`config.mk`:
```
export PLATFORM = sky130hd
export DESIGN_NAME = sisc_ctrl_seq
export DESIGN_NICKNAME = d
export VERILOG_FILES = /design/src/rtl/sisc_pkg.sv /design/src/rtl/sisc_br_eval.sv /design/src/rtl/sisc_ctrl_seq.sv
export SDC_FILE = /design/constraint.sdc
export NUM_CORES = 1
export LEC_CHECK = 0
export CORE_MARGIN = 1
export CORE_UTILIZATION = 38
export CTS_CLUSTER_SIZE = 24
export DETAILED_ROUTE_END_ITERATION = 6
export GPL_ROUTABILITY_DRIVEN = 0
export HOLD_SLACK_MARGIN = 0.02
export PLACE_DENSITY = 0.76
export SYNTH_ARGS = -nofsm -noshare
export SYNTH_HDL_FRONTEND = slang
export SYNTH_SLANG_ARGS = --single-unit
```
`constraint.sdc`:
```
create_clock -name CLK -period 2.1 [get_ports CLK]
set_clock_uncertainty 0.1 [all_clocks]
set_input_delay 0.525 -clock CLK [delete_from_list [all_inputs] [get_ports CLK]]
set_output_delay 0.525 -clock CLK [all_outputs]
set_load 0.005 [all_outputs]
```
`src/rtl/sisc_pkg.sv`:
```
// Shared encodings for the sisc control sequencer: field widths, opcodes,
// ALU_OP selects and FSM state codes.
package sisc_pkg;

    localparam int unsigned OPC_W  = 4;
    localparam int unsigned STAT_W = 4;
    localparam int unsigned CNT_W  = 32;
    localparam int unsigned ST_W   = 3;

    localparam logic [OPC_W-1:0] OP_NOOP = 4'h0;
    localparam logic [OPC_W-1:0] OP_ALU  = 4'h1;
    localparam logic [OPC_W-1:0] OP_LOD  = 4'h2;
    localparam logic [OPC_W-1:0] OP_STR  = 4'h3;
    localparam logic [OPC_W-1:0] OP_BRA  = 4'h4;
    localparam logic [OPC_W-1:0] OP_BRR  = 4'h5;
    localparam logic [OPC_W-1:0] OP_BNE  = 4'h6;
    localparam logic [OPC_W-1:0] OP_BNR  = 4'h7;
    localparam logic [OPC_W-1:0] OP_HLT  = 4'hF;

    localparam logic [1:0] ALU_NONE = 2'b00;
    localparam logic [1:0] ALU_RR   = 2'b01;
    localparam logic [1:0] ALU_RI   = 2'b10;
    localparam logic [1:0] ALU_ADDR = 2'b11;

    localparam logic [ST_W-1:0] ST_START     = 3'd0;
    localparam logic [ST_W-1:0] ST_FETCH     = 3'd1;
    localparam logic [ST_W-1:0] ST_DECODE    = 3'd2;
    localparam logic [ST_W-1:0] ST_EXECUTE   = 3'd3;
    localparam logic [ST_W-1:0] ST_MEM       = 3'd4;
    localparam logic [ST_W-1:0] ST_WRITEBACK = 3'd5;
    localparam logic [ST_W-1:0] ST_HALT      = 3'd6;

endpackage

```
`src/rtl/sisc_br_eval.sv`:
```
// Branch condition evaluator: decides taken/relative from opcode, mask and status.
module sisc_br_eval
    import sisc_pkg::*;
(
    input  logic [OPC_W-1:0]  opcode_i,
    input  logic [STAT_W-1:0] mm_i,
    input  logic [STAT_W-1:0] stat_i,
    output logic              taken_o,
    output logic              rel_o
);

    logic hit;

    always_comb begin
        hit     = |(mm_i & stat_i);
        taken_o = 1'b0;
        rel_o   = 1'b0;
        case (opcode_i)
            OP_BRA: taken_o = hit;
            OP_BRR: begin
                taken_o = hit;
                rel_o   = 1'b1;
            end
            OP_BNE: taken_o = !hit;
            OP_BNR: begin
                taken_o = !hit;
                rel_o   = 1'b1;
            end
            default: ;
        endcase
    end

endmodule

```
`src/rtl/sisc_ctrl_seq.sv`:
```
// Multi-cycle control sequencer for the sisc datapath.
// Optional perf counters INSTR_CNT/CYCLE_CNT when SISC_CTRL_PERF_EN is defined.
module sisc_ctrl_seq
    import sisc_pkg::*;
(
    input  logic              CLK,
    input  logic              RST,
    input  logic [OPC_W-1:0]  OPCODE,
    input  logic [STAT_W-1:0] MM,
    input  logic [STAT_W-1:0] STAT,
    output logic              IR_LOAD,
    output logic              PC_WRITE,
    output logic              PC_SEL,
    output logic              BR_SEL,
    output logic              PC_RST,
    output logic [1:0]        ALU_OP,
    output logic              STAT_EN,
    output logic              DM_WE,
    output logic              RF_WE,
    output logic              WB_SEL,
    output logic              RD_SEL,
    output logic              HALTED
`ifdef SISC_CTRL_PERF_EN
    ,
    output logic [CNT_W-1:0]  INSTR_CNT,
    output logic [CNT_W-1:0]  CYCLE_CNT
`endif
);

    logic [ST_W-1:0]  state_q, state_d;
    logic [OPC_W-1:0] op_q, op_d;
    logic             imm_q, imm_d;
    logic             br_taken, br_rel;

    sisc_br_eval u_br_eval (
        .opcode_i (OPCODE),
        .mm_i     (MM),
        .stat_i   (STAT),
        .taken_o  (br_taken),
        .rel_o    (br_rel)
    );

    always_ff @(posedge CLK) begin
        if (RST) begin
            state_q <= ST_START;
            op_q    <= OP_NOOP;
            imm_q   <= 1'b0;
        end else begin
            state_q <= state_d;
            op_q    <= op_d;
            imm_q   <= imm_d;
        end
    end

    // Next state and Moore outputs; the branch decision is taken live in DECODE.
    always_comb begin
        state_d  = state_q;
        op_d     = op_q;
        imm_d    = imm_q;
        IR_LOAD  = 1'b0;
        PC_WRITE = 1'b0;
        PC_SEL   = 1'b0;
        BR_SEL   = 1'b0;
        PC_RST   = 1'b0;
        ALU_OP   = ALU_NONE;
        STAT_EN  = 1'b0;
        DM_WE    = 1'b0;
        RF_WE    = 1'b0;
        WB_SEL   = 1'b0;
        RD_SEL   = 1'b0;
        HALTED   = 1'b0;
        case (state_q)
            ST_START: begin
                PC_RST  = 1'b1;
                state_d = ST_FETCH;
            end
            ST_FETCH: begin
                IR_LOAD  = 1'b1;
                PC_WRITE = 1'b1;
                state_d  = ST_DECODE;
            end
            ST_DECODE: begin
                op_d  = OPCODE;
                imm_d = MM[STAT_W-1];
                if (br_taken) begin
                    PC_WRITE = 1'b1;
                    PC_SEL   = 1'b1;
                    BR_SEL   = br_rel;
                end
                case (OPCODE)
                    OP_ALU, OP_LOD, OP_STR: state_d = ST_EXECUTE;
                    OP_HLT:                 state_d = ST_HALT;
                    default:                state_d = ST_FETCH;
                endcase
            end
            ST_EXECUTE: begin
                if (op_q == OP_ALU) begin
                    ALU_OP  = imm_q ? ALU_RI : ALU_RR;
                    STAT_EN = 1'b1;
                end else begin
                    ALU_OP  = ALU_ADDR;
                end
                state_d = ST_MEM;
            end
            ST_MEM: begin
                if (op_q == OP_STR) begin
                    DM_WE   = 1'b1;
                    state_d = ST_FETCH;
                end else begin
                    state_d = ST_WRITEBACK;
                end
            end
            ST_WRITEBACK: begin
                RF_WE   = 1'b1;
                WB_SEL  = (op_q == OP_LOD);
                RD_SEL  = (op_q == OP_LOD);
                state_d = ST_FETCH;
            end
            ST_HALT: begin
                HALTED  = 1'b1;
            end
            default: state_d = ST_START;
        endcase
    end

`ifdef SISC_CTRL_PERF_EN
    logic [CNT_W-1:0] instr_cnt_q, cycle_cnt_q;
    logic             instr_done;

    // An instruction completes when leaving its last state toward FETCH or HALT.
    assign instr_done = (state_q != ST_START) && (state_q != ST_HALT) &&
                        ((state_d == ST_FETCH) || (state_d == ST_HALT));

    always_ff @(posedge CLK) begin
        if (RST) begin
            instr_cnt_q <= '0;
            cycle_cnt_q <= '0;
        end else if (state_q != ST_HALT) begin
            cycle_cnt_q <= cycle_cnt_q + CNT_W'(1);
            if (instr_done) begin
                instr_cnt_q <= instr_cnt_q + CNT_W'(1);
            end
        end
    end

    assign INSTR_CNT = instr_cnt_q;
    assign CYCLE_CNT = cycle_cnt_q;
`endif

endmodule

```
# == After elaboration in Yosys (flattened, before gate mapping) ==
# Index checks and enable logic that the tools add are counted.
# word_totals
register_bits,8
latch_bits,0
mem_bits_rw,0
romBits,0
out_inout_bits,13
n_memories,0
# op_classes
n_addsub,0
n_mul,0
div_mod_pow,0
order_cmp,0
eq_ne,17
n_shift,0
n_mux,22
n_bitwise,1
n_reduce_logical,8
# op_table
op,n
$pmux W3 S6,1
$eq A4 B2 Y1 const B,4
$eq A4 B3 Y1 const B,4
$mux W1,14
$eq A3 B3 Y1 const B,3
$eq A4 B1 Y1 const B,2
$reduce_or A2 Y1,4
$eq A3 B2 Y1 const B,2
$mux W2,3
$pmux W3 S2,1
$and A4 B4 Y4,1
$eq A4 B4 Y1 const B,1
$pmux W1 S2,2
$reduce_or A4 Y1,1
$eq A3 B1 Y1 const B,1
$logic_not A3 Y1,1
$mux W3,1
$reduce_or A3 Y1,1
$logic_not A1 Y1,1

# == Depth between registers and ports, before layout ==
# Gate-level depths: netlist (run 1).
# logic_depth
depth_word,6
mapped_depth,4

# == Hierarchy ==
# From an unflattened synthesis (run 1), not the netlist that was laid out.
# hier_totals
cells_unflattened,62
hier_area_um2,534.3
# modules_own_cells
mod,n_inst,cells_each,area_each_um2,seq_area_each_um2
sisc_ctrl_seq,1,55,480.5,160.2
sisc_br_eval,1,7,53.8,0.0

# == Worst setup path before layout (run 1) ==
# Ideal clock, no wire load.
# synth_timing
path_kind,input to output
start,input MM[2]
end,output BR_SEL
t_arrival_ns,1.151
required_time_ns,1.475
slack_ns,0.324
path_stages,3
cell_sequence,a22o_1 > nand4bb_1 > a21boi_1
# synth_between
elab_chain_cells,6
# synth_lines
element,line,source
"start, declared",sisc_ctrl_seq.sv:9,"input logic [STAT_W-1:0] MM,"
$and A4 B4 Y4 *,sisc_br_eval.sv:15,hit = |(mm_i & stat_i);
$reduce_or A4 Y1 *,sisc_br_eval.sv:15,
$logic_not A1 Y1,"sisc_br_eval.sv:24, sisc_br_eval.sv:26",
$pmux W1 S2 *,sisc_br_eval.sv:18,case (opcode_i)
$mux W1 *,sisc_ctrl_seq.sv:85,if (br_taken) begin
$mux W1 *,sisc_ctrl_seq.sv:72,case (state_q)
"end, declared",sisc_ctrl_seq.sv:14,"output logic BR_SEL,"
# Every way passes the cells marked *; elsewhere a longest branch is shown, timed or not.

# == Worst setup path in the final report (run 1) ==
# layout_timing
start,input OPCODE[1]
end,output BR_SEL
# layout_between
elab_chain_cells,5
elab_cells_between_ends,11
cone_classes,eq/ne (4); mux (4); reduce/logical (3)
# layout_lines
element,line,source
"start, declared",sisc_ctrl_seq.sv:8,"input logic [OPC_W-1:0] OPCODE,"
$eq A4 B3 Y1,sisc_br_eval.sv:18,
$reduce_or A2 Y1 (no line),n/a,
$pmux W1 S2 / $mux W1 (equally long branches),sisc_br_eval.sv:18,
$mux W1 *,sisc_ctrl_seq.sv:85,
$mux W1 *,sisc_ctrl_seq.sv:72,
# Marks and branches as above.

==> impl_metrics.yaml, run 1 <==
die:
  die_area_um2: 1598
  fp.dieW_um: 39.98
  start_util: 0.4160
  core_area_um2: 1318
  rows: 13
  boundaryPins: 27
  die_h_um: 39.98
synthesis:
  synth_area_per_cell_um2: 8.431
  synth_edf_count: 0
  yosysTopAreaCell: "dfxtp_1"
  ys_ff_latch: 8
  yosys_most_used_dff: "dfxtp_1"
  synth_area_um2: 548.0
  yosysTopAreaCellShare: 0.2922
  synthesis.nets: 79
  yosysSeqAreaShare: 0.2922
  synth_cell_types: 30
  synthArstFlopShare: 0
  ys_warn_count: 0
  synthTopCellsByArea: "dfxtp_1 (29%), mux2i_1 (9.1%), nor2_1 (7.5%)"
  synthCells: 65
global_routing:
  grt_max_degree: 9
  grt_pass1_vias: 595
  grt_remaining_overflow: 0
  grt_antenna_before_repair: 0
  grtUsageTotal: 0.2326
  grt_first_pass_wirelength_um: 2394
flow_run:
  max_cap_violations: 0
outcome:
  status: "finished with violations"
  violations: "negative setup slack"
power_and_ir_drop:
  power.static_leakage_nw: 0.4816
  power_density_nw_per_um2: 433.9
  finalPower_uw: 428.3
  ir_worst_vdd_v: 0.0003306
routing:
  viasPerCell: 5.344
  via_count: 668
  met3WireLength_um: 174
  detail-route-antenna-nets: 0
  wl_met2_um: 850
  drt_pre_antenna_iters: 4
  maxUsedRoutingLayer: "met4"
  totalWireLength_um: 1834
  drt_iter0_markers: 6
  drc: 0
  wl_met1_um: 774
  avgRoutedWirePerCell_um: 14.67
placed_design:
  portBuffers: 26
  place_ws_ns: -0.6397
  dpl.hpwl_um: 1190
  dp.cells: 116
finish:
  final_common_cell: "buf_4"
  syn_to_final_growth_pct: 80.14
  antennaDiodeCount: 0
  seq_area_um2: 173.9
  fill_cells: 96
  nets: 126
  fin_util: 0.7493
  fin_cells: 125
  multi_input_area_um2: 414.1
  final_cell_mix: "buf_4 (21), nor2_1 (10), clkbuf_2 (9), dlygate4sd2_1 (7), mux2i_1 (5)"
  drive_gt1_frac: 0.5273
sta:
  period_share: 1.019
  grt_setup_unrepaired: "true"
  timing.final.ws_setup_ns: -0.03943
  setup_violations: 2
  relSlewSlack: 0.8219
  final.min_clock_period_ns: 2.139
  finalHoldViolCount: 0
  fin_setup_tns_ns: -0.06487
  worst_slew_pin_slew_ns: 0.2669
  final_max_slew_viol_count: 0
  fmax_mhz: 467.4
clock_tree:
  clk_path_buf_depth: 2
  cts.clk_slew.worst_paths_ns: 0.05
  cts_root_buffer: "clkbuf_4"
  h-tree-depth: 1
  hold_buffers: 0
  clkSinkCount: 8
  cts_buffers: 3
  insertion_delay_ns: 0.26
  cts_tree: "done"
setup_path:
  crit_path_start_kind: "input pin"
  crit_arrival_ns: 1.51
  crit_path_end_kind: "output pin"
  worstPathRequired_ns: 1.47
  worstPathMaxFanout: 3
  critPathKind: "input pin to output pin"
min_path:
  hold_path_class: "register to register"
-- Yosys cell counts (2+ instances only) --
| cell type | n |
|---|---|
| nor2_1 | 11 |
| dfxtp_1 | 8 |
| mux2i_1 | 5 |
| nand2_1 | 4 |
| nor3_1 | 4 |
| nor3b_1 | 3 |
| a211oi_1 | 2 |
| a21oi_1 | 2 |
| a22o_1 | 2 |
| and3b_1 | 2 |
| buf_6 | 2 |
| or3b_1 | 2 |
-- critical path: stages --
cell and delay [ns]:
dlygate4sd2_1 0.26, nor3b_2 0.17, o211ai_1 0.15, buf_4 0.18
a21boi_2 0.10, buf_2 0.12
-- logic make-up after synthesis --
family / share of synthesized area
flops: 0.2922
mux: 0.09133
simple gates: 0.3813
buf+inv: 0.07761
compound gates: 0.1575
-- where the power goes --
group	internal, mW	switching [mW]	total, mW	leakage [nW]
registers	0.160	0.0111	0.171	0.0682
logic	0.0815	0.0564	0.138	0.400
clock network	0.0655	0.0538	0.119	0.0138
total	0.307	0.121	0.428	0.482
-- final timing paths --
check	from	endpoint	slack (ns)	cells after the start
min reg2reg	op_q[2]$_SDFFE_PP0P_	op_q[2]$_SDFFE_PP0P_	0.41	2
min	op_q[2]$_SDFFE_PP0P_	op_q[2]$_SDFFE_PP0P_	0.41	2
max	OPCODE[1]	BR_SEL	-0.04	6
max reg2reg	state_q[0]$_SDFFE_PP0N_	state_q[1]$_SDFFE_PP0N_	0.68	4
-- through the flow --
step | hold WS (ns) | cell area [um^2]
after floorplan | 0.3666 | 548.0
after global placement | 0.4133 | 900.9
after detailed placement | 0.4264 | 900.9
after CTS | 0.4154 | 1006
after global routing | 0.4510 | 987.2
final | 0.4125 | 987.2
-- layout make-up --
type | instances | share of cell area
Multi-Input combinational cell | 51 | 0.4195
Timing Repair Buffer | 47 | 0.3587
Sequential cell | 8 | 0.1762
Clock buffer | 3 | 0.02281
Tap cell | 15 | 0.01901
Inverter | 1 | 0.003802
-- sequential cells by signal (all words and copies together) (netlist names) --
signal and count:
op_q 4, state_q 3, imm_q 1
-- repair_timing --
item,4_1_cts,5_1_grt
setup buffers,6,1
gates resized for setup,58,18
endpoints found under the setup margin,11,8
pin swaps,9,5
-- metal layers --
metal / track usage / up-vias
met4: 0.1638 / 0
li1: - / 336
met3: 0.05000 / 4
met1: 0.2399 / 295
met5: 0 / -
met2: 0.4113 / 33
Note: power is estimated with default switching activity, not from simulation.
==> inputs of run 2 (changes only) <==
--- a/config.mk
+++ b/config.mk
@@ -5,6 +5,8 @@
 export SDC_FILE = /design/constraint.sdc
 export NUM_CORES = 1
 export LEC_CHECK = 0
+export ABC_CLOCK_PERIOD_IN_PS = 2100
+export CAP_MARGIN = 20
 export CORE_MARGIN = 1
 export CORE_UTILIZATION = 38
 export CTS_CLUSTER_SIZE = 24
==> results of run 2 <==
No change in the layout: final DEF, timing and power equal those of run 1.
